### src/rtl/board_pkg.sv
`default_nettype none
// ============================================================================
// Module   : board_pkg
// Brief    : Shared types and sizing helpers for the board-state RAM and its
//            sequential read-out engine.
// Revision : 1.0 - initial release
// ============================================================================
package board_pkg;

    // Defaults shared with the board-state RAM instance.
    localparam int c_DEFAULT_SIZE  = 8;
    localparam int c_DEFAULT_DEPTH = 8;

    // Scan engine states.
    typedef enum logic [1:0] {
        ST_IDLE  = 2'd0,
        ST_SCAN  = 2'd1,
        ST_DRAIN = 2'd2
    } state_t;

    // Row-index width; a one-row RAM still needs a one-bit address.
    function automatic int row_w(input int depth);
        return (depth > 1) ? $clog2(depth) : 1;
    endfunction

endpackage
`default_nettype wire

### src/rtl/board_scan_reader_if.sv
`default_nettype none
// ============================================================================
// Module   : board_scan_reader_if
// Brief    : RAM read port plus row stream (valid/ready) between the scan
//            reader (master) and the RAM / display driver side (slave).
// Revision : 1.0 - initial release
// ============================================================================
interface board_scan_reader_if
    import board_pkg::*;
#(
    parameter int SIZE  = c_DEFAULT_SIZE,
    parameter int DEPTH = c_DEFAULT_DEPTH
);
    localparam int c_ROW_W = row_w(DEPTH);

    logic [c_ROW_W-1:0] raddr;
    logic [SIZE-1:0]    read_data;
    logic [SIZE-1:0]    out_data;
    logic [c_ROW_W-1:0] out_row;
    logic               out_valid;
    logic               out_ready;

    modport master (
        output raddr, out_data, out_row, out_valid,
        input  read_data, out_ready
    );

    modport slave (
        input  raddr, out_data, out_row, out_valid,
        output read_data, out_ready
    );
endinterface
`default_nettype wire

### src/rtl/skid_fifo2.sv
`default_nettype none
// ============================================================================
// Module   : skid_fifo2
// Brief    : Two-entry registered FIFO. Entry 0 is always the oldest item and
//            drives the head outputs straight from flops.
// Revision : 1.0 - initial release
// ============================================================================
module skid_fifo2 #(
    parameter int WIDTH = 8
) (
    input  logic             clk,
    input  logic             rst,
    input  logic             push,
    input  logic [WIDTH-1:0] push_data,
    input  logic             pop,
    output logic [WIDTH-1:0] head_data,
    output logic             head_valid,
    output logic [1:0]       occ
);
    logic [WIDTH-1:0] r_entry0;
    logic [WIDTH-1:0] r_entry1;
    logic [1:0]       r_occ;

    // Shift-style storage: pops move entry 1 forward, pushes land in the first free slot.
    always_ff @(posedge clk) begin
        if (rst) begin
            r_entry0 <= '0;
            r_entry1 <= '0;
            r_occ    <= 2'd0;
        end else begin
            case ({push, pop})
                2'b10: begin
                    if (r_occ == 2'd0) r_entry0 <= push_data;
                    else               r_entry1 <= push_data;
                    r_occ <= r_occ + 2'd1;
                end
                2'b01: begin
                    r_entry0 <= r_entry1;
                    r_occ    <= r_occ - 2'd1;
                end
                2'b11: begin
                    if (r_occ == 2'd2) begin
                        r_entry0 <= r_entry1;
                        r_entry1 <= push_data;
                    end else begin
                        r_entry0 <= push_data;
                    end
                end
                default: ;
            endcase
        end
    end

    assign head_data  = r_entry0;
    assign head_valid = (r_occ != 2'd0);
    assign occ        = r_occ;

endmodule
`default_nettype wire

### src/rtl/board_scan_reader.sv
`default_nettype none
// ============================================================================
// Module   : board_scan_reader
// Brief    : Walks every row of the board-state RAM on a frame start, hides
//            the RAM's one-cycle read latency and streams {row, data} out
//            over valid/ready without losing throughput under backpressure.
// Revision : 1.0 - initial release
// ============================================================================
module board_scan_reader
    import board_pkg::*;
#(
    parameter int SIZE  = c_DEFAULT_SIZE,
    parameter int DEPTH = c_DEFAULT_DEPTH
) (
    input  logic                clk,
    input  logic                rst,
    input  logic                start,
    output logic                busy,
    output logic                done,
    output logic                overrun,
    board_scan_reader_if.master bus
);
    localparam int                 c_ROW_W    = row_w(DEPTH);
    localparam logic [c_ROW_W-1:0] c_LAST_ROW = c_ROW_W'(DEPTH - 1);

    state_t                     r_state;
    state_t                     w_state_next;
    logic [c_ROW_W-1:0]         r_issue;
    logic                       r_pend;
    logic [c_ROW_W-1:0]         r_pend_row;
    logic                       r_done;
    logic                       r_overrun;
    logic                       w_issue;
    logic                       w_last_pop;
    logic                       w_pop;
    logic                       w_out_valid;
    logic [1:0]                 w_occ;
    logic [2:0]                 w_inflight;
    logic [c_ROW_W+SIZE-1:0]    w_head;

    // Rows the buffer must still be able to hold once this cycle's pop retires.
    assign w_pop      = w_out_valid & bus.out_ready;
    assign w_inflight = {1'b0, w_occ} + {2'b00, r_pend} - {2'b00, w_pop};

    // State register.
    always_ff @(posedge clk) begin
        if (rst) r_state <= ST_IDLE;
        else     r_state <= w_state_next;
    end

    // Next state, read issue (credit check) and end-of-scan detection.
    always_comb begin
        w_state_next = r_state;
        w_issue      = 1'b0;
        w_last_pop   = 1'b0;
        case (r_state)
            ST_IDLE: begin
                if (start) w_state_next = ST_SCAN;
            end
            ST_SCAN: begin
                if (w_inflight < 3'd2) begin
                    w_issue = 1'b1;
                    if (r_issue == c_LAST_ROW) w_state_next = ST_DRAIN;
                end
            end
            ST_DRAIN: begin
                // The final row is leaving the buffer and nothing is in flight.
                if (!r_pend && (w_occ == 2'd1) && w_pop) begin
                    w_last_pop   = 1'b1;
                    w_state_next = ST_IDLE;
                end
            end
            default: w_state_next = ST_IDLE;
        endcase
    end

    // Issue counter; returns to 0 after the last row so raddr rests at 0 outside the scan.
    always_ff @(posedge clk) begin
        if (rst || r_state == ST_IDLE) begin
            r_issue <= '0;
        end else if (w_issue) begin
            r_issue <= (r_issue == c_LAST_ROW) ? '0 : r_issue + c_ROW_W'(1);
        end
    end

    // Pending read tracking: tag the row whose data returns next cycle.
    always_ff @(posedge clk) begin
        if (rst) begin
            r_pend     <= 1'b0;
            r_pend_row <= '0;
        end else begin
            r_pend <= w_issue;
            if (w_issue) r_pend_row <= r_issue;
        end
    end

    // Completion pulse and sticky overrun flag.
    always_ff @(posedge clk) begin
        if (rst) begin
            r_done    <= 1'b0;
            r_overrun <= 1'b0;
        end else begin
            r_done <= w_last_pop;
            if (start && r_state != ST_IDLE) r_overrun <= 1'b1;
        end
    end

    skid_fifo2 #(
        .WIDTH (c_ROW_W + SIZE)
    ) u_buf (
        .clk        (clk),
        .rst        (rst),
        .push       (r_pend),
        .push_data  ({r_pend_row, bus.read_data}),
        .pop        (w_pop),
        .head_data  (w_head),
        .head_valid (w_out_valid),
        .occ        (w_occ)
    );

    assign bus.raddr     = r_issue;
    assign bus.out_data  = w_head[SIZE-1:0];
    assign bus.out_row   = w_head[SIZE +: c_ROW_W];
    assign bus.out_valid = w_out_valid;
    assign busy          = (r_state != ST_IDLE);
    assign done          = r_done;
    assign overrun       = r_overrun;

endmodule
`default_nettype wire

### src/flat_wrapper.sv
// flat-port wrapper written by rule: the top's interface ports become plain ports
module board_scan_reader_flat import board_pkg::*;
#(
    parameter int SIZE  = c_DEFAULT_SIZE,
    parameter int DEPTH = c_DEFAULT_DEPTH
)
  (clk, rst, start, busy, done, overrun, bus_raddr, bus_out_data, bus_out_row, bus_out_valid, bus_read_data, bus_out_ready);
  board_scan_reader_if #(.SIZE(SIZE), .DEPTH(DEPTH)) bus_i ();
  input  logic clk;
  input  logic rst;
  input  logic start;
  output logic busy;
  output logic done;
  output logic overrun;
  output wire logic [$bits(bus_i.raddr)-1:0] bus_raddr;
  output wire logic [$bits(bus_i.out_data)-1:0] bus_out_data;
  output wire logic [$bits(bus_i.out_row)-1:0] bus_out_row;
  output wire logic [$bits(bus_i.out_valid)-1:0] bus_out_valid;
  input wire logic [$bits(bus_i.read_data)-1:0] bus_read_data;
  input wire logic [$bits(bus_i.out_ready)-1:0] bus_out_ready;
  assign bus_raddr = bus_i.raddr;
  assign bus_out_data = bus_i.out_data;
  assign bus_out_row = bus_i.out_row;
  assign bus_out_valid = bus_i.out_valid;
  assign bus_i.read_data = bus_read_data;
  assign bus_i.out_ready = bus_out_ready;
  board_scan_reader #(.SIZE(SIZE), .DEPTH(DEPTH)) u_core (.clk(clk), .rst(rst), .start(start), .busy(busy), .done(done), .overrun(overrun), .bus(bus_i));
endmodule
### config.mk
export PLATFORM = sky130hd
export DESIGN_NAME = board_scan_reader_flat
export DESIGN_NICKNAME = d
export VERILOG_FILES = /design/src/rtl/board_pkg.sv /design/src/rtl/board_scan_reader_if.sv /design/src/rtl/skid_fifo2.sv /design/src/rtl/board_scan_reader.sv /design/src/flat_wrapper.sv
export SDC_FILE = /design/constraint.sdc
export NUM_CORES = 1
export LEC_CHECK = 0
export CAP_MARGIN = 0
export CELL_PAD_IN_SITES_DETAIL_PLACEMENT = 2
export CELL_PAD_IN_SITES_GLOBAL_PLACEMENT = 2
export CORE_MARGIN = 1.5
export CORE_UTILIZATION = 28
export CTS_CLUSTER_DIAMETER = 30
export DETAILED_ROUTE_END_ITERATION = 7
export PLACE_DENSITY = 0.8
export SYNTH_ARGS = -nofsm -noshare
export SYNTH_HDL_FRONTEND = slang
export SYNTH_SLANG_ARGS = --single-unit
### constraint.sdc
create_clock -name clk -period 2.66 [get_ports clk]
set_input_delay 0.399 -clock clk [delete_from_list [all_inputs] [get_ports clk]]
set_output_delay 0.399 -clock clk [all_outputs]
set_load 0.03 [all_outputs]
# After elaboration in Yosys (flattened, before gate mapping)
# Cells that the tools add are included.
word_totals:
  reg_bits: 35
  input_bits: 12
classes:
  n_addsub: 5
  n_lt_le_gt_ge: 1
  eq_ne: 15
  muxes: 16
  bitwise: 2
  n_reduce_logical: 16
op_table:
  columns: ["op", "n"]
  rows:
  - ["11-bit 2-to-1 mux", 4]
  - ["11-bit case mux with 3 select lines", 1]
  - ["11-bit case mux with 2 select lines", 1]
  - ["2-bit == test (second input constant)", 4]
  - ["2-bit 2-to-1 mux", 4]
  - ["2-bit != test (second input constant)", 4]
  - ["2-bit nonzero test", 4]
  - ["2-bit by 1-bit == test with 1-bit output (second input constant)", 3]
  - ["2-bit by 1-bit != test with 1-bit output (second input constant)", 3]
  - ["2-bit case mux with 3 select lines", 1]
  - ["2-bit zero test", 2]
  - ["2-bit case mux with 2 select lines", 1]
  - ["4-bit AND reduction", 1]
  - ["2-bit by 1-bit adder with 3-bit output", 1]
  - ["3-bit by 1-bit adder with 3-bit output (second input constant)", 1]
  - ["3-bit == test (second input constant)", 1]
  - ["1-bit logical AND", 3]
  - ["3-bit by 2-bit less-than comparator with 1-bit output (second input constant)", 1]
  - ["1-bit 2-to-1 mux", 3]
  - ["3-bit 2-to-1 mux", 1]
  - ["3-bit AND reduction", 1]
  - ["3-bit nonzero test", 1]
  - ["3-bit by 1-bit subtractor with 3-bit output", 1]
  - ["2-bit by 1-bit adder with 2-bit output (second input constant)", 1]
  - ["7 further kinds", 7]

# Logic depth before layout (Yosys ltp)
# Gate-level depths: netlist of run 1.
depth:
  word_depth: 6
  depth_mapped: 12
  ltp_nobuf: 10

# Cells and area by module
# A second synthesis of run 1 with hierarchy kept.
unflattened:
  cells_unflattened: 201
  area_unflattened_um2: 1794.2
by_module_without_submodules:
  columns: ["module", "n_inst", "cells_each", "area_each_um2", "seq_area_each_um2"]
  rows:
  - ["skid_fifo2", 1, 142, 1270.0, 480.5]
  - ["board_scan_reader", 1, 59, 524.3, 220.2]

# Worst setup path before layout of run 1
# No wires, ideal clock.
synth_timing:
  kind: "register -> register"
  startpoint: "reg u_core.u_buf.r_occ[1] (netlist: u_core.u_buf.occ[1])"
  endpoint: "reg u_core.r_issue[0] (netlist: u_core.bus.raddr[0])"
  setup_time_ns: 0.072
  arrival_time_ns: 2.639
  slack_ns: -0.050
  stages_incl_launch_ff: 13
  path_buffers: 2
  path_cell_list: "dfxtp_1 > inv_1 > ha_1 > nor2b_2 > inv_1 > buf_2 > ha_1 > nand2b_1 > fa_1 > xnor2_1 > and4b_1 > buf_2 > mux2i_1"
synth_via:
  elab_chain_len: 6
  elab_cells_between_ends: 7
  cone_classes: "add/sub (2); order compare (1); mux (2); bitwise (1); reduce/logical (1)"
synth_lines:
  columns: ["item", "line", "text"]
  rows:
  - ["start, declared", "skid_fifo2.sv:22", "logic [1:0] r_occ;"]
  - ["start signal, assigned", "skid_fifo2.sv:35", "r_occ <= r_occ + 2'd1;"]
  - ["start signal, assigned", "skid_fifo2.sv:39", "r_occ <= r_occ - 2'd1;"]
  - ["branches (longest 2 deep; another with 2-bit by 1-bit adder with 3-bit output)", null, null]
  - ["3-bit by 1-bit subtractor with 3-bit output (*)", "board_scan_reader.sv:43", "assign w_inflight = {1'b0, w_occ} + {2'b00, r_pend} - {2'b00, w_pop};"]
  - ["3-bit by 2-bit less-than comparator with 1-bit output (*)", "board_scan_reader.sv:61", "if (w_inflight < 3'd2) begin"]
  - ["1-bit 2-to-1 mux (*)", "board_scan_reader.sv:61", null]
  - ["1-bit 2-to-1 mux (*)", "board_scan_reader.sv:56", "case (r_state)"]
  - ["end signal, assigned", "board_scan_reader.sv:82", "r_issue <= (r_issue == c_LAST_ROW) ? '0 : r_issue + c_ROW_W'(1);"]
  - ["end, declared", "board_scan_reader.sv:28", "logic [c_ROW_W-1:0] r_issue;"]
# Every way passes the cells marked *.
# A chain may end at the register's enable or synchronous reset.

# Worst setup path in the final report of run 1
layout_timing:
  startpoint: "reg u_core.u_buf.r_occ[1] (netlist: u_core.u_buf.occ[1])"
  endpoint: "reg u_core.r_pend_row[2]"
layout_via:
  elab_chain_len: 6
  elab_cells_between_ends: 7
  cone_classes: "add/sub (2); order compare (1); mux (2); bitwise (1); reduce/logical (1)"
layout_lines:
  columns: ["item", "line", "text"]
  rows:
  - ["branches (longest 2 deep; another with 2-bit by 1-bit adder with 3-bit output)", null, null]
  - ["3-bit by 1-bit subtractor with 3-bit output (*)", "board_scan_reader.sv:43", null]
  - ["3-bit by 2-bit less-than comparator with 1-bit output (*)", "board_scan_reader.sv:61", null]
  - ["1-bit 2-to-1 mux (*)", "board_scan_reader.sv:61", null]
  - ["1-bit 2-to-1 mux (*)", "board_scan_reader.sv:56", null]
  - ["end signal, assigned", "board_scan_reader.sv:93", "if (w_issue) r_pend_row <= r_issue;"]
  - ["end, declared", "board_scan_reader.sv:30", "logic [c_ROW_W-1:0] r_pend_row;"]
# Marked as above.

==> results of run 1 <==
worst min path at each step:
stage                                   startpoint                  endpoint
after global placement              u_core.overrun            u_core.overrun
final                               u_core.overrun            u_core.overrun
after global routing      u_core.u_buf.r_entry1[7]  u_core.u_buf.r_entry1[7]
after CTS                           u_core.overrun            u_core.overrun
after detailed placement  u_core.u_buf.r_entry1[5]  u_core.u_buf.r_entry1[5]
after floorplan           u_core.u_buf.r_entry1[0]  u_core.u_buf.r_entry1[0]
placed cells by master, fill, tap and decap left out, types with 4 or more instances in the layout:
| cell | count |
|---|---|
| nand3_1 | 12 |
| mux2i_1 | 17 |
| nand2_1 | 7 |
| ha_1 | 6 |
| inv_1 | 4 |
| clkbuf_8 | 5 |
| clkdlybuf4s50_1 | 29 |
| buf_4 | 13 |
| nor2_1 | 16 |
| o21ai_0 | 11 |
| dfxtp_1 | 34 |
| a311oi_1 | 11 |
| nand2b_1 | 27 |
metrics by stage:
stage               setup TNS [ns]  instance area (sq um)  setup slack [ns]  cells
floorplan                        0                   1673           0.02541    180
global placement           -0.2488                   2083          -0.04378    281
detailed placement         -0.9941                   2083           -0.1578    281
CTS                              0                   2167           0.01153    289
global route              -0.02373                   2187          -0.01441    290
finish                           0                   2187            0.1230    290
report_power, final:
| part | switching [mW] | total, mW | internal, mW | leakage [nW] |
|---|---|---|---|---|
| Clock | 0.200 | 0.379 | 0.179 | 0.0477 |
| Combinational | 0.565 | 1.01 | 0.447 | 0.450 |
| Sequential | 0.0638 | 0.694 | 0.630 | 0.285 |
| Total | 0.829 | 2.08 | 1.26 | 0.784 |
Yosys cell counts (all sizes together):
cell type  count
a21bo          1
a21oi          3
a311oi        11
and2           1
and2b          1
and3           1
and4b          1
buf            7
clkbuf         5
dfxtp         35
fa             1
ha             6
inv            4
mux2           1
mux2i         17
nand2          7
nand2b        27
nand3         12
nand4          1
nor2          16
nor2b          2
nor3b          1
o211a          1
o21a           1
o21ai         11
o21ba          1
o32ai          1
or2            1
xnor2          1
xor2           2
state kept, by name (all words and copies together) (netlist names):
register and count:
u_core.u_buf.head_data 11, u_core.u_buf.r_entry1 11, u_core.bus.raddr 3, u_core.r_pend_row 3, u_core.r_state 2, u_core.u_buf.occ 2, u_core.done 1, u_core.overrun 1
u_core.r_pend 1
worst max-delay path: cells and delay by family, from the launching register on:
| kind | cells | cell delay, ns |
|---|---|---|
| flops | 1 | 0.36 |
| xor+xnor | 1 | 0.18 |
| buf+inv | 3 | 0.29 |
| mux | 1 | 0.19 |
| simple gates | 3 | 0.53 |
| fa+ha+maj | 3 | 0.91 |
cells by family after synthesis:
| kind of cell | after synthesis | share of synthesized area (%) |
|---|---|---|
| buffers and inverters | 16 | 4.347 |
| AND/OR/NAND/NOR | 71 | 22.79 |
| multiplexers | 18 | 10.87 |
| adder cells (fa/ha/maj) | 7 | 5.697 |
| AO/OA/AOI/OAI | 30 | 12.74 |
| XOR/XNOR | 3 | 1.575 |
| flip-flops | 35 | 41.98 |
final cells by class:
class	instances	share of cell area, %
Sequential cell	35	32.21
Multi-Input combinational cell	129	41.42
Timing Repair Buffer	42	17.73
Clock buffer	5	3.146
Tap cell	72	4.119
Clock inverter	3	0.6865
Inverter	4	0.6865
what timing repair did:
item                       4_1_cts  5_1_grt
setup endpoints to repair        0        9
hold buffers                     0        0
gates resized for setup          0        3
setup buffers                    0        1
per-layer routing:
layer	part of all wire, %	vias to the layer above	GRT usage (%)
met1	46	710	18.17
li1	-	693	-
met3	2.5	7	3.750
met5	0	-	0
met2	50	21	26.05
met4	1.7	0	6.207
==> impl_metrics.toml, run 1 <==
[clocking]
numCtsBuffers = 5
htree_levels = 2
clockBufferDepth = 2
cts.sinks = 35
root_buffer = "clkbuf_8"
clock_latency_ns = 0.29
cts_tree = "built"
path_clk_slew_ns = 0.07

[timing]
slew_headroom_pct = 66.08
tightest_slew_ns = 0.5089
finalSetupViolCount = 0
final-max-slew-violation-count = 0
hold_slack_ns = 0.4753
fin_skew_ns = 0.006275
fin_crit_sh_pct = 95.38
timing_hold_violations_final = 0
fmax_ghz = 0.3942
layout_min_cycle_time_ns = 2.537

[detailed_routing]
post_drt_via_cell_ratio = 4.934
wl_per_cell_um = 16.30
firstDrtPassIters = 4
postRouteAntennaNets = 0
drt-initial-drc-count = 64
wl_um = 4727
vias = 1431
drc = 0

[finish]
area_growth_pct = 31.03
regArea_sq_um = 704.4
fill_cells = 621
multi_input_area_sq_um = 905.9
final_nets = 236
final_util_pct = 38.77
drive_above_1_share_pct = 13.30
antenna_cells = 0

[worst_setup_path]
cp-endpoint = "u_core.r_pend_row[2]"
cp_slowest_stage_delay_ns = 0.36
r2r_start = "u_core.u_buf.occ[1]"
cp-start-kind = "register"
r2r_cells = 11
critPathMaxFanout = 4
crit_path_cell_trace = "inv_1 -> ha_1 -> nor2b_2 -> inv_1 -> ha_1 -> nand2b_1 -> fa_2 -> xnor2_2 -> and4b_1 -> buf_4 -> mux2i_1"
crit_type = "reg -> reg"
slowest_stage = "dfxtp_4"
r2r_end = "u_core.r_pend_row[2]"
startpoint = "u_core.u_buf.occ[1]"
cp_data_arrival_time_ns = 2.75
worst_setup_path_end_kind = "register"
worst-r2r-setup-slack_ns = 0.12
required_ns = 2.88

[pwr]
ir_worst_vdd_uv = 278.8
leakage_nw = 0.7836
power_density_nw_per_um2 = 953.3
power_mw = 2.085

[global_route]
grt_pass1_vias = 1518
grt.total_usage_pct = 15.26
grt_pass1_wl_um = 7396
grt_max_degree = 38
grt_overflow = 0
grt_antenna_before_repair = 0

[logic_synthesis]
syn_inst = 180
synth_warnings = 0
ys_ff_latch = 35
synth_top_area_share_pct = 41.98
netlist_area_sq_um = 1669
yosysTopAreaCell = "dfxtp_1"
syn_nets = 199
synth.area.top_cells = "dfxtp_1 (42%), mux2i_1 (10%), nand2b_1 (10%)"
synth.distinct_cells = 33
ys_seq_area_share_pct = 41.98
avgSynthCellArea_sq_um = 9.273

[die]
die_area_sq_um = 6433
pin_count = 30
fp.coreArea_sq_um = 5642
floorplan.initialDensity_pct = 29.59
die-width_um = 80.21
die_y_um = 80.21
rows = 27

[min_path]
min_delay_path_depth = 2
hp-class = "reg -> reg"

[flow_run]
max_cap_viol_count = 0

[outcome]
status = "completed"

[placed_design]
port_buffers = 29
gp_congestion = 0.6670
dp_hpwl_um = 3017
No activity file was read; power rests on OpenSTA's default activity.
==> inputs of run 2 (changes only) <==
ABC_CLOCK_PERIOD_IN_PS = 2660   (was default)
==> results of run 2 <==
No change in the layout: final DEF, timing and power equal those of run 1.
==> inputs of run 3 (changes only) <==
CTS_CLUSTER_SIZE = 30   (was default)
==> results of run 3 <==
No change in the layout: final DEF, timing and power equal those of run 1.
